File: src/rtl/oclib_xxtea_encrypt.sv
// Iterative XXTEA encryptor for one 64-bit block (2 words), valid/ready on both sides.
// Define OC_XXTEA_ENCRYPT_DUAL_MIX_EN to evaluate both half-round mixes per cycle.
module oclib_xxtea_encrypt #(
  parameter int          Rounds = 32,
  parameter logic [31:0] Delta  = 32'h9E3779B9
) (
  input  logic             clock,
  input  logic             reset,
  input  logic             inValid,
  output logic             inReady,
  input  logic [1:0][31:0] in,
  input  logic [127:0]     key,
  output logic             outValid,
  input  logic             outReady,
  output logic [1:0][31:0] out,
  output logic             busy
);

  typedef enum logic [1:0] {IDLE, RUN, DONE} state_e;

  localparam logic [5:0] LastRound = 6'(Rounds - 1);

  state_e           state_q, state_d;
  logic [1:0][31:0] v_q, v_d;
  logic [31:0]      sum_q, sum_d;
  logic [127:0]     key_q, key_d;
  logic [5:0]       round_q, round_d;
  logic             phase_q, phase_d;
  logic             live_q;
  logic [31:0]      v0_new, v1_new;

  function automatic logic [31:0] mx(input logic [31:0] y, input logic [31:0] z,
                                     input logic [31:0] s, input logic p,
                                     input logic [127:0] k);
    logic [1:0] idx;
    idx = {1'b0, p} ^ s[3:2];
    return (((z >> 5) ^ (y << 2)) + ((y >> 3) ^ (z << 4))) ^
           ((s ^ y) + (k[32*idx +: 32] ^ z));
  endfunction

  // Phase 0 mixes v[1] into v[0]; phase 1 mixes the freshly updated v[0] into v[1].
  assign v0_new = v_q[0] + mx(v_q[1], v_q[1], sum_q, 1'b0, key_q);
`ifdef OC_XXTEA_ENCRYPT_DUAL_MIX_EN
  assign v1_new = v_q[1] + mx(v0_new, v0_new, sum_q, 1'b1, key_q);
`else
  assign v1_new = v_q[1] + mx(v_q[0], v_q[0], sum_q, 1'b1, key_q);
`endif

  always_comb begin
    // NOTE: every next-state signal gets a default here so no path infers a latch.
    state_d = state_q;
    v_d     = v_q;
    sum_d   = sum_q;
    key_d   = key_q;
    round_d = round_q;
    phase_d = phase_q;
    unique case (state_q)
      IDLE: begin
        if (inValid && live_q) begin
          v_d     = in;
          key_d   = key;
          sum_d   = Delta;
          round_d = '0;
          phase_d = 1'b0;
          state_d = RUN;
        end
      end
      RUN: begin
`ifdef OC_XXTEA_ENCRYPT_DUAL_MIX_EN
        v_d = {v1_new, v0_new};
        if (round_q == LastRound) begin
          state_d = DONE;
        end else begin
          sum_d   = sum_q + Delta;
          round_d = round_q + 6'd1;
        end
`else
        if (!phase_q) begin
          v_d[0]  = v0_new;
          phase_d = 1'b1;
        end else begin
          v_d[1]  = v1_new;
          phase_d = 1'b0;
          if (round_q == LastRound) begin
            state_d = DONE;
          end else begin
            sum_d   = sum_q + Delta;
            round_d = round_q + 6'd1;
          end
        end
`endif
      end
      DONE: begin
        if (outReady) state_d = IDLE;
      end
      default: state_d = IDLE;
    endcase
  end

  always_ff @(posedge clock or posedge reset) begin
    if (reset) begin
      state_q <= IDLE;
      v_q     <= '0;
      sum_q   <= '0;
      key_q   <= '0;
      round_q <= '0;
      phase_q <= 1'b0;
      live_q  <= 1'b0;
    end else begin
      // NOTE: non-blocking assignments keep every register updating from pre-edge values.
      state_q <= state_d;
      v_q     <= v_d;
      sum_q   <= sum_d;
      key_q   <= key_d;
      round_q <= round_d;
      phase_q <= phase_d;
      live_q  <= 1'b1;
    end
  end

  // live_q holds inReady low until the first edge after reset releases.
  assign inReady  = (state_q == IDLE) && live_q;
  assign outValid = (state_q == DONE);
  assign busy     = (state_q != IDLE);
  assign out      = v_q;

endmodule

File: config.mk
export PLATFORM = sky130hd
export DESIGN_NAME = oclib_xxtea_encrypt
export DESIGN_NICKNAME = d
export VERILOG_FILES = /design/src/rtl/oclib_xxtea_encrypt.sv
export SDC_FILE = /design/constraint.sdc
export NUM_CORES = 1
export LEC_CHECK = 0
export CAP_MARGIN = 20
export CORE_ASPECT_RATIO = 1.1
export CORE_MARGIN = 2
export CORE_UTILIZATION = 30
export CTS_CLUSTER_SIZE = 20
export DETAILED_ROUTE_END_ITERATION = 10
export GPL_TIMING_DRIVEN = 1
export HOLD_SLACK_MARGIN = 0.12
export PLACE_DENSITY_LB_ADDON = 0.05
export SETUP_SLACK_MARGIN = 0.2
export SLEW_MARGIN = 20
export SYNTH_ARGS = -nofsm -noshare
export SYNTH_HDL_FRONTEND = slang
export SYNTH_SLANG_ARGS = --single-unit
export TNS_END_PERCENT = 30
File: constraint.sdc
create_clock -name clock -period 10.8 [get_ports clock]
set_input_delay 2.16 -clock clock [delete_from_list [all_inputs] [get_ports clock]]
set_output_delay 2.16 -clock clock [all_outputs]
set_load 0.03 [all_outputs]
==> key figures <==
Run status
  – Result of the run: finished clean

Global routing
  – Overflow left after global routing: 0
  – Via count of the first global-routing pass: 20320
  – Overall track demand over capacity in global routing: 21.52%
  – Global-route wire length before repair: 126400 um
  – Largest net degree at the start of global routing: 147
  – Initial antenna violation count: 2

Synthesis
  – Number of cells produced by synthesis: 2654
  – Flip-flop and latch count after synthesis: 234
  – Adder and majority cell fraction of the synthesized area: 11.60%
  – Avg Inst Size Synth: 8.438 um^2
  – Post-synthesis instance area: 22400 um^2
  – Synth Area in XOR/XNOR: 16.89%
  – Synth unique cells: 76
  – Area share of and/or/nand/nor cells after synthesis: 17.29%
  – Ys flop type: dfrtp_1
  – Synthesis warning total: 0
  – Fraction of synthesized cell area taken by the top area cell type: 26.15%
  – Compound-cell area share of the yosys netlist: 18.31%
  – Proportion of synthesized flip-flops having asynchronous set or reset: 100.0%
  – Cell types with the largest area share after synthesis: dfrtp_1 26%, ha_1 11%, xor2_1 9.4%
  – Largest family of logic cells by synthesized area: compound AO/OA/AOI/OAI gates
  – Number of flops mapped to enable cells by yosys: 0
  – Post-synthesis net count: 3054
  – Dominant cell type by area after synthesis: dfrtp_1
  – Fraction of synthesized area in multiplexers: 6.799%
  – Sequential area share after synthesis: 26.15%

Clocking
  – Clock latency of the later-clocked register in the worst-skew pair: 600 ps
  – Hold bufs inserted after CTS: 0
  – Cell at the root of the clock tree: clkbuf_16
  – TritonCTS buffer count: 31
  – Setup Buffers After CTS: 0
  – Post-cts repair resize count: 0
  – Clock-pin slew reported for the worst setup and hold paths after clock tree synthesis: 70 ps
  – Buffer levels on the longest clock path: 3
  – Deepest level of the CTS H-tree: 1
  – Clock tree from TritonCTS: done
  – Clock Sinks: 234

Floorplanning
  – Overall die height: 290.6 um
  – Placeable core region: 74230 um^2
  – Die span in x: 264.5 um
  – Boundary Pins: 263
  – Starting density of the core: 30.17%
  – Die Area: 76850 um^2
  – Rows: 105

Run
  – Max Cap Violations: 0

Setup path
  – Type of the worst setup path: flip-flop to flip-flop
  – Largest delay contributor family on the critical path: compound AO/OA/AOI/OAI gates
  – Number of buffers and inverters on the critical path: 1
  – Kind of start point of the critical path: flip-flop
  – Endpoint arrival time on the critical path: 7670 ps
  – Req. time, crit path: 11280 ps
  – Endpoint class of the critical path: flip-flop
  – Critical Path Max Stage Delay: 640 ps
  – Slowest stage cell, crit path: dfrtp_4
  – Maximum net fanout on the critical path: 48
  – Flop2flop setup slack: 3620 ps

Detailed routing
  – Via count: 19870
  – Detailed Routing Iterations Pass 1: 7
  – Initial DRC count: 1384
  – Number of nets with antenna violations after detailed routing: 0
  – Detail-routed via count per cell: 5.202
  – Residual DRC: 0
  – Routed WL per cell: 21.92 um
  – Wire length reported by the detailed router: 83730 um

Final layout
  – Commonest cells after routing, fill and taps aside: 557 x nand2_1, 262 x clkdlybuf4s50_1, 240 x xor2_1
  – Fraction of layout cells with a size suffix above 1: 6.303%
  – Most common cell after layout, fill and taps aside: nand2_1
  – # fillers: 7594
  – Fraction of the core area covered by cells at the end of the flow: 36.37%
  – Final nets: 3232
  – Growth of design area from synthesis to finish: 20.54%

Pwr
  – PwrDens: 76.96 nW/um^2
  – Total leakage power: 12.44 nW
  – IR Drop Worst-Case VDD: 0.0001104 V

Timing
  – Pins over their slew limit: 0
  – Highest Clock Rate: 0.1392 GHz
  – Share of the clock period used by the worst path after layout: 66.52%
  – Post-Route Skew: 30.12 ps
  – Crit path time final: 7185 ps
  – Number of hold violations in the final report: 0
  – Max_slew headroom: 31.26%
  – Setup total negative slack: 0 ps
  – Slew at the pin closest to its max-slew limit: 1031 ps
  – Setup repair after global routing missed its margin: no
  – Final setup violating endpoints: 0

Min path
  – Worst min-delay path category: flip-flop to flip-flop

Placed design
  – Number of buffer cells added on primary ports: 262
  – Final HPWL from detailed placement: 66990 um
  – GP Congestion: 0.8867
[worst reg2reg max path, cell delays in order, from the launching register on]
cell and delay (ps):
dfrtp_4 640, buf_4 640, mux4_2 630, xor2_1 160, ha_1 400, a21o_1 180, a21o_1 180, a2111oi_0 490
o21ai_0 200, a311oi_1 480, o31ai_1 320, a21o_1 250, a21oi_1 200, xnor2_1 160, xnor2_1 160, ha_1 340
a21o_1 270, a31oi_1 150, o21ai_0 100, a31oi_1 210, nand2_1 60, o21ai_0 210, xnor2_1 170, xnor2_1 170
mux2i_1 220, nand3_1 90
[routing by layer]
layer	track usage [%]	share of wire, %
met1	30.90	48
met2	33.24	43
met3	3.474	5.3
met4	6.028	2.8
met5	0	0.016
[final cells by class]
cell class	instances	area [um^2]	area share, %
clock inverters	23	279.0	1.034
clock buffers	34	797.0	2.952
multi-input cells	2245	15910	58.95
well taps	963	1205	4.463
inverters	38	150.1	0.5562
diodes	1	2.502	0.009270
repair buffers	282	2785	10.32
flip-flops and latches	234	5863	21.72
[worst paths after layout]
path,endpoint,cells after the start,start
setup / recovery,out[31],25,sum_q[2]
hold / removal,key_q[86],2,key_q[86]
setup reg to reg,out[31],25,sum_q[2]
hold reg to reg,key_q[86],2,key_q[86]
max in group asynchronous,sum_q[2],3,reset
min in group asynchronous,key_q[2],2,reset
[cell usage after synthesis, types with 11 or more instances]
| cell | count |
|---|---|
| a31oi_1 | 30 |
| inv_1 | 38 |
| nor2b_1 | 14 |
| a211oi_1 | 12 |
| nand4_1 | 19 |
| xor2_1 | 240 |
| buf_1 | 11 |
| clkbuf_1 | 125 |
| ha_1 | 198 |
| o31ai_1 | 12 |
| a21oi_1 | 197 |
| a21o_1 | 119 |
| o21a_1 | 24 |
| mux4_2 | 64 |
| dfrtp_1 | 234 |
| o21bai_1 | 17 |
| nand2_1 | 558 |
| o21ai_0 | 101 |
| o211ai_1 | 14 |
| nand2b_1 | 22 |
| nand3_1 | 31 |
| xnor2_1 | 192 |
| nor2_1 | 146 |
| and3_1 | 32 |
| nor3_1 | 35 |
| or3_1 | 11 |
[cells by family (layout without fill, tap and decap cells)]
group           Yosys count  after routing
simple gates            908            908
compound gates          628            628
xor+xnor                432            432
flops                   234            234
fa+ha+maj               204            204
buf+inv                 175            377
mux                      72             72
other cells               1              2
[per-stage QoR]
step	hold WS (ps)	setup slack, ps	cells	total power (W)	area [um^2]
after floorplan	457.2	2222	2654	0.0009069	22400
after global placement	473.2	3689	3762	0.0009908	25920
after detailed placement	483.0	3595	3762	0.0009918	25920
after CTS	498.6	3572	3819	0.002116	26990
after global routing	526.2	2890	3820	0.002159	27000
final	494.7	3615	3820	0.002078	27000
[where the power goes]
group          leakage, nW  switching, W  internal [W]
sequential            3.01  0.0000000810      0.000877
clock                0.529      0.000448      0.000656
combinational         8.89     0.0000331     0.0000631
total                 12.4      0.000481       0.00160
[registers in the layout (all words and copies together) (netlist names)]
register	count
sum_q	32
state_q	2
live_q	1
out	64
key_q	128
round_q	6
phase_q	1
(Power assumes the default switching activity.)
